--- src/rtl/lsu_ctrl_mo_if.sv ---
// lsu_ctrl_mo_if: AGU/DTCM/write-back bus bundle; master = LSU control view, slave = environment view
interface lsu_ctrl_mo_if #(
  parameter int DW = 32,
  parameter int AW = 16,
  parameter int TW = 1
);
  logic          agu_cmd_valid;
  logic          agu_cmd_ready;
  logic          agu_cmd_read;
  logic [1:0]    agu_cmd_size;
  logic          agu_cmd_usign;
  logic [AW-1:0] agu_cmd_addr;
  logic [DW-1:0] agu_cmd_wdata;
  logic [TW-1:0] agu_cmd_itag;
  logic          agu_rsp_valid;
  logic          agu_rsp_ready;
  logic          dtcm_cmd_valid;
  logic          dtcm_cmd_ready;
  logic          dtcm_cmd_read;
  logic [AW-1:0] dtcm_cmd_addr;
  logic [DW-1:0] dtcm_cmd_wdata;
  logic [DW/8-1:0] dtcm_cmd_wmask;
  logic          dtcm_rsp_valid;
  logic          dtcm_rsp_ready;
  logic [DW-1:0] dtcm_rsp_rdata;
  logic          lsu_o_valid;
  logic          lsu_o_ready;
  logic [DW-1:0] lsu_o_wbck_data;
  logic [TW-1:0] lsu_o_wbck_itag;
  logic          lsu_o_excp_valid;
  logic [TW-1:0] lsu_o_excp_itag;
  modport master (
    input  agu_cmd_valid, agu_cmd_read, agu_cmd_size, agu_cmd_usign, agu_cmd_addr, agu_cmd_wdata, agu_cmd_itag,
    output agu_cmd_ready, agu_rsp_valid,
    input  agu_rsp_ready,
    output dtcm_cmd_valid, dtcm_cmd_read, dtcm_cmd_addr, dtcm_cmd_wdata, dtcm_cmd_wmask,
    input  dtcm_cmd_ready, dtcm_rsp_valid, dtcm_rsp_rdata,
    output dtcm_rsp_ready,
    output lsu_o_valid, lsu_o_wbck_data, lsu_o_wbck_itag, lsu_o_excp_valid, lsu_o_excp_itag,
    input  lsu_o_ready
  );
  modport slave (
    output agu_cmd_valid, agu_cmd_read, agu_cmd_size, agu_cmd_usign, agu_cmd_addr, agu_cmd_wdata, agu_cmd_itag,
    input  agu_cmd_ready, agu_rsp_valid,
    output agu_rsp_ready,
    input  dtcm_cmd_valid, dtcm_cmd_read, dtcm_cmd_addr, dtcm_cmd_wdata, dtcm_cmd_wmask,
    output dtcm_cmd_ready, dtcm_rsp_valid, dtcm_rsp_rdata,
    input  dtcm_rsp_ready,
    input  lsu_o_valid, lsu_o_wbck_data, lsu_o_wbck_itag, lsu_o_excp_valid, lsu_o_excp_itag,
    output lsu_o_ready
  );
endinterface

--- src/rtl/lsu_ctrl_mo.sv ---
// lsu_ctrl_mo: multi-outstanding LSU control (clk, rst_n, bus: master modport of lsu_ctrl_mo_if; misalign check under LSU_MISALIGN_CHK_EN)
module lsu_ctrl_mo #(
  parameter int DW   = 32,
  parameter int AW   = 16,
  parameter int TW   = 1,
  parameter int OUTS = 2
) (
  input logic clk,
  input logic rst_n,
  lsu_ctrl_mo_if.master bus
);
  localparam int PW = (OUTS > 1) ? $clog2(OUTS) : 1;
  localparam int CW = $clog2(OUTS + 1);
  typedef struct packed {
    logic [TW-1:0] itag;
    logic          read;
    logic [1:0]    size;
    logic          usign;
    logic [1:0]    lo;
  } ent_t;
  ent_t            fifo_q [OUTS];
  logic [PW-1:0]   rptr_q, rptr_d, wptr_q, wptr_d;
  logic [CW-1:0]   cnt_q, cnt_d;
  logic            full, empty, mis, push, pop, go;
  ent_t            head;
  logic [DW-1:0]   wdata_s, sh, ext;
  logic [DW/8-1:0] wmask_s;
  logic [1:0]      sz, lo;
  assign sz    = bus.agu_cmd_size;
  assign lo    = bus.agu_cmd_addr[1:0];
  assign full  = cnt_q == CW'(OUTS);
  assign empty = cnt_q == '0;
  assign head  = fifo_q[rptr_q];
`ifdef LSU_MISALIGN_CHK_EN
  logic          excp_q;
  logic [TW-1:0] excp_itag_q;
  assign mis = (sz == 2'd1 & lo[0]) | (sz[1] & lo != 2'd0);
  // misaligned commands wait for an empty FIFO so the exception stays in program order
  assign bus.agu_cmd_ready = mis ? empty : bus.dtcm_cmd_ready & ~full;
  always_ff @(posedge clk or negedge rst_n)
    if (!rst_n) begin
      excp_q      <= 1'b0;
      excp_itag_q <= '0;
    end else begin
      excp_q      <= bus.agu_cmd_valid & mis & empty;
      excp_itag_q <= bus.agu_cmd_itag;
    end
  assign bus.lsu_o_excp_valid = excp_q;
  assign bus.lsu_o_excp_itag  = excp_q ? excp_itag_q : '0;
`else
  assign mis = 1'b0;
  assign bus.agu_cmd_ready    = bus.dtcm_cmd_ready & ~full;
  assign bus.lsu_o_excp_valid = 1'b0;
  assign bus.lsu_o_excp_itag  = '0;
`endif
  assign bus.dtcm_cmd_valid = bus.agu_cmd_valid & ~full & ~mis;
  assign push = bus.agu_cmd_valid & bus.agu_cmd_ready & ~mis;
  assign go   = ~empty & bus.agu_rsp_ready & (~head.read | bus.lsu_o_ready);
  assign pop  = bus.dtcm_rsp_valid & go;
  always_comb begin
    wdata_s = sz == 2'd0 ? {4{bus.agu_cmd_wdata[7:0]}} : sz == 2'd1 ? {2{bus.agu_cmd_wdata[15:0]}} : bus.agu_cmd_wdata;
    wmask_s = bus.agu_cmd_read ? 4'b0000 : sz == 2'd0 ? 4'b0001 << lo : sz == 2'd1 ? 4'b0011 << {lo[1], 1'b0} : 4'hF;
    sh      = head.size == 2'd0 ? bus.dtcm_rsp_rdata >> {head.lo, 3'b000} :
              head.size == 2'd1 ? bus.dtcm_rsp_rdata >> {head.lo[1], 4'b0000} : bus.dtcm_rsp_rdata;
    ext     = head.size == 2'd0 ? {{24{~head.usign & sh[7]}}, sh[7:0]} :
              head.size == 2'd1 ? {{16{~head.usign & sh[15]}}, sh[15:0]} : sh;
    wptr_d  = push ? (wptr_q == PW'(OUTS - 1) ? '0 : wptr_q + 1'b1) : wptr_q;
    rptr_d  = pop ? (rptr_q == PW'(OUTS - 1) ? '0 : rptr_q + 1'b1) : rptr_q;
    cnt_d   = cnt_q + CW'(push) - CW'(pop);
  end
  // command data is gated so the bus reads as zero whenever no command is offered
  assign bus.dtcm_cmd_read   = bus.dtcm_cmd_valid & bus.agu_cmd_read;
  assign bus.dtcm_cmd_addr   = bus.dtcm_cmd_valid ? {bus.agu_cmd_addr[AW-1:2], 2'b00} : '0;
  assign bus.dtcm_cmd_wdata  = bus.dtcm_cmd_valid ? wdata_s : '0;
  assign bus.dtcm_cmd_wmask  = bus.dtcm_cmd_valid ? wmask_s : '0;
  assign bus.dtcm_rsp_ready  = go;
  assign bus.agu_rsp_valid   = pop;
  assign bus.lsu_o_valid     = pop & head.read;
  assign bus.lsu_o_wbck_data = bus.lsu_o_valid ? ext : '0;
  assign bus.lsu_o_wbck_itag = bus.lsu_o_valid ? head.itag : '0;
  always_ff @(posedge clk)
    if (push) fifo_q[wptr_q] <= '{bus.agu_cmd_itag, bus.agu_cmd_read, sz, bus.agu_cmd_usign, lo};
  always_ff @(posedge clk or negedge rst_n)
    if (!rst_n) begin
      rptr_q <= '0;
      wptr_q <= '0;
      cnt_q  <= '0;
    end else begin
      rptr_q <= rptr_d;
      wptr_q <= wptr_d;
      cnt_q  <= cnt_d;
    end
endmodule

--- src/flat_wrapper.sv ---
// flat-port wrapper written by rule: the top's interface ports become plain ports
module lsu_ctrl_mo_flat 
#(
  parameter int DW   = 32,
  parameter int AW   = 16,
  parameter int TW   = 1,
  parameter int OUTS = 2
)
  (clk, rst_n, bus_agu_cmd_valid, bus_agu_cmd_read, bus_agu_cmd_size, bus_agu_cmd_usign, bus_agu_cmd_addr, bus_agu_cmd_wdata, bus_agu_cmd_itag, bus_agu_cmd_ready, bus_agu_rsp_valid, bus_agu_rsp_ready, bus_dtcm_cmd_valid, bus_dtcm_cmd_read, bus_dtcm_cmd_addr, bus_dtcm_cmd_wdata, bus_dtcm_cmd_wmask, bus_dtcm_cmd_ready, bus_dtcm_rsp_valid, bus_dtcm_rsp_rdata, bus_dtcm_rsp_ready, bus_lsu_o_valid, bus_lsu_o_wbck_data, bus_lsu_o_wbck_itag, bus_lsu_o_excp_valid, bus_lsu_o_excp_itag, bus_lsu_o_ready);
  lsu_ctrl_mo_if #(.DW(DW), .AW(AW), .TW(TW)) bus_i ();
  input logic clk;
  input logic rst_n;
  input wire logic [$bits(bus_i.agu_cmd_valid)-1:0] bus_agu_cmd_valid;
  input wire logic [$bits(bus_i.agu_cmd_read)-1:0] bus_agu_cmd_read;
  input wire logic [$bits(bus_i.agu_cmd_size)-1:0] bus_agu_cmd_size;
  input wire logic [$bits(bus_i.agu_cmd_usign)-1:0] bus_agu_cmd_usign;
  input wire logic [$bits(bus_i.agu_cmd_addr)-1:0] bus_agu_cmd_addr;
  input wire logic [$bits(bus_i.agu_cmd_wdata)-1:0] bus_agu_cmd_wdata;
  input wire logic [$bits(bus_i.agu_cmd_itag)-1:0] bus_agu_cmd_itag;
  output wire logic [$bits(bus_i.agu_cmd_ready)-1:0] bus_agu_cmd_ready;
  output wire logic [$bits(bus_i.agu_rsp_valid)-1:0] bus_agu_rsp_valid;
  input wire logic [$bits(bus_i.agu_rsp_ready)-1:0] bus_agu_rsp_ready;
  output wire logic [$bits(bus_i.dtcm_cmd_valid)-1:0] bus_dtcm_cmd_valid;
  output wire logic [$bits(bus_i.dtcm_cmd_read)-1:0] bus_dtcm_cmd_read;
  output wire logic [$bits(bus_i.dtcm_cmd_addr)-1:0] bus_dtcm_cmd_addr;
  output wire logic [$bits(bus_i.dtcm_cmd_wdata)-1:0] bus_dtcm_cmd_wdata;
  output wire logic [$bits(bus_i.dtcm_cmd_wmask)-1:0] bus_dtcm_cmd_wmask;
  input wire logic [$bits(bus_i.dtcm_cmd_ready)-1:0] bus_dtcm_cmd_ready;
  input wire logic [$bits(bus_i.dtcm_rsp_valid)-1:0] bus_dtcm_rsp_valid;
  input wire logic [$bits(bus_i.dtcm_rsp_rdata)-1:0] bus_dtcm_rsp_rdata;
  output wire logic [$bits(bus_i.dtcm_rsp_ready)-1:0] bus_dtcm_rsp_ready;
  output wire logic [$bits(bus_i.lsu_o_valid)-1:0] bus_lsu_o_valid;
  output wire logic [$bits(bus_i.lsu_o_wbck_data)-1:0] bus_lsu_o_wbck_data;
  output wire logic [$bits(bus_i.lsu_o_wbck_itag)-1:0] bus_lsu_o_wbck_itag;
  output wire logic [$bits(bus_i.lsu_o_excp_valid)-1:0] bus_lsu_o_excp_valid;
  output wire logic [$bits(bus_i.lsu_o_excp_itag)-1:0] bus_lsu_o_excp_itag;
  input wire logic [$bits(bus_i.lsu_o_ready)-1:0] bus_lsu_o_ready;
  assign bus_i.agu_cmd_valid = bus_agu_cmd_valid;
  assign bus_i.agu_cmd_read = bus_agu_cmd_read;
  assign bus_i.agu_cmd_size = bus_agu_cmd_size;
  assign bus_i.agu_cmd_usign = bus_agu_cmd_usign;
  assign bus_i.agu_cmd_addr = bus_agu_cmd_addr;
  assign bus_i.agu_cmd_wdata = bus_agu_cmd_wdata;
  assign bus_i.agu_cmd_itag = bus_agu_cmd_itag;
  assign bus_agu_cmd_ready = bus_i.agu_cmd_ready;
  assign bus_agu_rsp_valid = bus_i.agu_rsp_valid;
  assign bus_i.agu_rsp_ready = bus_agu_rsp_ready;
  assign bus_dtcm_cmd_valid = bus_i.dtcm_cmd_valid;
  assign bus_dtcm_cmd_read = bus_i.dtcm_cmd_read;
  assign bus_dtcm_cmd_addr = bus_i.dtcm_cmd_addr;
  assign bus_dtcm_cmd_wdata = bus_i.dtcm_cmd_wdata;
  assign bus_dtcm_cmd_wmask = bus_i.dtcm_cmd_wmask;
  assign bus_i.dtcm_cmd_ready = bus_dtcm_cmd_ready;
  assign bus_i.dtcm_rsp_valid = bus_dtcm_rsp_valid;
  assign bus_i.dtcm_rsp_rdata = bus_dtcm_rsp_rdata;
  assign bus_dtcm_rsp_ready = bus_i.dtcm_rsp_ready;
  assign bus_lsu_o_valid = bus_i.lsu_o_valid;
  assign bus_lsu_o_wbck_data = bus_i.lsu_o_wbck_data;
  assign bus_lsu_o_wbck_itag = bus_i.lsu_o_wbck_itag;
  assign bus_lsu_o_excp_valid = bus_i.lsu_o_excp_valid;
  assign bus_lsu_o_excp_itag = bus_i.lsu_o_excp_itag;
  assign bus_i.lsu_o_ready = bus_lsu_o_ready;
  lsu_ctrl_mo #(.DW(DW), .AW(AW), .TW(TW), .OUTS(OUTS)) u_core (.clk(clk), .rst_n(rst_n), .bus(bus_i));
endmodule
--- config.mk ---
export PLATFORM = sky130hd
export DESIGN_NAME = lsu_ctrl_mo_flat
export DESIGN_NICKNAME = d
export VERILOG_FILES = /design/src/rtl/lsu_ctrl_mo_if.sv /design/src/rtl/lsu_ctrl_mo.sv /design/src/flat_wrapper.sv
export SDC_FILE = /design/constraint.sdc
export NUM_CORES = 1
export LEC_CHECK = 0
export BUFFER_PORTS_ARGS = -buffer_cell sky130_fd_sc_hd__buf_2
export CORE_MARGIN = 2
export CORE_UTILIZATION = 42
export CTS_BUF_LIST = sky130_fd_sc_hd__clkbuf_8
export DETAILED_ROUTE_END_ITERATION = 8
export PLACE_DENSITY = 0.88
export SYNTH_ARGS = -nofsm -noshare
export SYNTH_HDL_FRONTEND = slang
export SYNTH_SLANG_ARGS = --single-unit
--- constraint.sdc ---
create_clock -name clk -period 2.9 [get_ports clk]
set_input_delay 0.435 -clock clk [delete_from_list [all_inputs] [get_ports clk]]
set_output_delay 0.435 -clock clk [all_outputs]
set_load 0.005 [all_outputs]
==> summary.log <==
INFO  critical_path  cp-end-kind=output pin
INFO  timing         finalCritPeriodShare=94.1%
INFO  place          placed_insts=600
INFO  timing         final.setup_skew=0.00543ns
INFO  layout         final_nets=627
INFO  timing         unrepaired_setup_endpoints_after_global_routing=no
INFO  critical_path  worst_setup_path_start_kind=register
INFO  logic_synthesis synth.largest_area_cell=sky130_fd_sc_hd__edfxtp_1
INFO  place          gpl.final_weighted_congestion=0.880
INFO  pwr            max-vdd-ir-drop=0.293mV
INFO  timing         clock.fmax=0.367GHz
INFO  route          routed_wire_length_per_instance=14.6um
INFO  logic_synthesis synth.area.mux_share=12.1%
INFO  logic_synthesis most_frequently_used_cell_type_in_the_post_synthesis_netlist=sky130_fd_sc_hd__nor2_1
INFO  critical_path  worstSetupPathType=register to output pin
INFO  layout         drive_gt1_share=40.8%
INFO  pwr            power.static_leakage=1.96nW
INFO  hold_path      hold_path_class=input pin to register
INFO  logic_synthesis synth.ff_latch_count=18
INFO  clocking       clock_path_buffers=2
INFO  timing         final.setup.tns=0ns
INFO  route          vias_per_cell=5.40
INFO  logic_synthesis synth_top_area_share=16.7%
INFO  clocking       clock_tree.htree_level_count=1
INFO  timing         tightest_slew=1.06ns
INFO  logic_synthesis dominant_combinational_cell_family_by_area_after_synthesis=simple AND/OR/NAND/NOR gates
INFO  route          drt-total-wl=8.86mm
INFO  logic_synthesis synth_compound_gate_area_share=19.3%
INFO  clocking       clk_pin_slew_worst_paths=0.06ns
INFO  die            die_h=81.4um
INFO  die            die-area=6630um2
INFO  timing         slew_viol_final=0
INFO  die            floorplan.initialDensity=43.0%
INFO  critical_path  path_max_fanout=16
INFO  logic_synthesis ys_dominant_reg_cell=sky130_fd_sc_hd__edfxtp_1
INFO  timing         setup-violations-final=0
INFO  logic_synthesis mappedNetlistArea=2520um2
INFO  place          portBuffers=180
INFO  route          final_antenna_net_count=0
INFO  critical_path  reg2reg_setup_slack=0.81ns
INFO  logic_synthesis yosys.area_share.xor_xnor=1.39%
INFO  layout         antenna_cells_inserted=0
INFO  logic_synthesis synthTopCellsByArea=sky130_fd_sc_hd__edfxtp_1 17%, sky130_fd_sc_hd__nor2_1 13%, sky130_fd_sc_hd__mux2i_1 11%
INFO  logic_synthesis post_synth.cell_area_avg=7.00um2
INFO  route          detail_route.first_pass.iterations=4
INFO  logic_synthesis synth_adder_area_share=0.994%
INFO  route          vias=3280
INFO  clocking       cts-buffers-inserted=3
INFO  logic_synthesis netlist_top_cells_count=87 x sky130_fd_sc_hd__nor2_1, 28 x sky130_fd_sc_hd__a21oi_1, 28 x sky130_fd_sc_hd__mux2i_1
INFO  die            die_w=81.4um
INFO  place          dp_hpwl=7.04mm
INFO  die            io-pin-count=185
INFO  route          detail_route.drc_violations=0
INFO  logic_synthesis synth_async_sr_flop_share=22.2%
INFO  global_route   largest_net_degree_at_the_start_of_global_routing=40
INFO  route          first_iter_violations=102
INFO  global_route   grt_pass1_vias=3018
INFO  logic_synthesis synth_sequential_area_ratio=20.7%
INFO  logic_synthesis synth.distinct_cells=43
INFO  job            drv_cap=0
INFO  logic_synthesis synth_edf_count=14
INFO  clocking       worstSkewPairLatency=0.25ns
INFO  timing         period_needed=2.73ns
INFO  logic_synthesis number_of_standard_cells_after_synthesis=360
INFO  die            floorplan.rows=28
INFO  clocking       clockRootBuffer=sky130_fd_sc_hd__clkbuf_8
INFO  timing         report.final.hold_viol_count=0
INFO  die            core_region_area=5850um2
INFO  pwr            cellPowerDensity=501nW/um2
INFO  layout         final-seq-area=522um2
INFO  logic_synthesis yosys.area_share.simple=37.6%
INFO  critical_path  cp.arrival=2.29ns
INFO  clocking       cts_tree=built
INFO  layout         area_growth_syn_to_layout=40.7%
INFO  global_route   wire_length_of_the_first_global_routing_pass=13.2mm
INFO  global_route   global_route.usage.total=25.2%
INFO  outcome        status=completed
INFO  logic_synthesis synth_warnings=0
INFO  global_route   grt_antenna_before_repair=0
INFO  layout         multiInputGateArea=1810um2
INFO  critical_path  worst_ep_required_time=2.47ns
INFO  timing         relSlewSlack=29.4%
INFO  clocking       numClockSinks=18
INFO  layout         fin_cells=607
INFO  layout         filler_cell_count=555
INFO  global_route   grt-ovfl-total=0
## layout make-up
| type | instances | share of cell area [%] |
|---|---|---|
| Multi-Input combinational cell | 305 | 51.2 |
| Clock inverter | 1 | 0.106 |
| Inverter | 9 | 0.953 |
| Tap cell | 75 | 2.65 |
| Sequential cell | 18 | 14.7 |
| Timing Repair Buffer | 196 | 29.2 |
| Clock buffer | 3 | 1.17 |
## path summary, 6_finish.rpt
kind                       cells after the start                      to                start
hold reg to reg                                1         u_core.cnt_q[1]      u_core.cnt_q[1]
hold / removal                                 1     u_core.fifo_q[1][2]    bus_agu_cmd_usign
max in group asynchronous                      2           u_core.rptr_q                rst_n
min in group asynchronous                      2         u_core.cnt_q[1]                rst_n
setup reg to reg                               7     u_core.fifo_q[0][5]      u_core.cnt_q[1]
setup / recovery                               6  bus_lsu_o_wbck_data[2]  u_core.fifo_q[0][3]
## metrics by stage
stage          hold slack [ns]  power (mW)  util (%)  worst slack (ns)  cell area [um2]
6_report                 0.377        1.78      60.6             0.172             3540
4_1_cts                  0.370        1.77      60.1            0.0561             3510
3_5_place_dp             0.250        1.60      59.1             0.333             3460
5_1_grt                  0.372        1.92      60.6           0.00464             3540
2_1_floorplan            0.139        1.18         -             0.724             2530
3_3_place_gp             0.248        1.56      59.1             0.462             3460
## worst max-delay path, cell delays in order, from the launching register on
cell                       delay, ns
sky130_fd_sc_hd__edfxtp_1       0.39
sky130_fd_sc_hd__inv_1          0.13
sky130_fd_sc_hd__nor4b_1        0.08
sky130_fd_sc_hd__a31oi_2        0.83
sky130_fd_sc_hd__mux2i_1        0.17
sky130_fd_sc_hd__a211oi_1       0.29
sky130_fd_sc_hd__buf_2          0.16
## logic make-up after synthesis
group,after synthesis
AOI/OAI and AO/OA,75
xor gates and xnor gates,4
adders and majority gates,2
buffers and inverters,40
DFF,18
muxes,30
other,1
and+or+nand+nor,190
## timing repair
action	CTS	global route
setup endpoints to repair	0	23
endpoints found under the hold margin	4	0
hold buffers	1	0
gates resized for setup	0	1
buffers inserted	0	2
## where the power goes
group | internal [mW] | total [mW] | switching, mW
clock network | 0.0937 | 0.165 | 0.0715
logic | 0.543 | 1.22 | 0.676
registers | 0.339 | 0.391 | 0.0520
## flip-flops by register name (all words and copies together) (netlist names)
register	cells
u_core.wptr_q	1
u_core.rptr_q	1
u_core.cnt_q	2
u_core.fifo_q	14
## per-layer routing
layer  vias up  GRT usage (%)  routed length [um]  share of wire [%]
met5         -              0                   0                  0
met4         0           10.8                 231                2.6
met3        17           2.86                 784                8.9
met2       174           51.1                4720                 53
met1      1486           25.3                3120                 35
li1       1603              -                   -                  -
## cells in the final DEF, fill, tap and decap left out, drive strengths merged, types with 8 or more instances in the layout
cell type	Yosys	routed
buf	13	195
nor2	98	98
mux2i	29	29
a21oi	28	28
and3	24	24
nand2	15	15
nor2b	15	15
o22ai	15	15
edfxtp	14	14
nor3	13	13
o21ai	11	11
inv	9	10
or3	8	8
(Power assumes the default switching activity.)
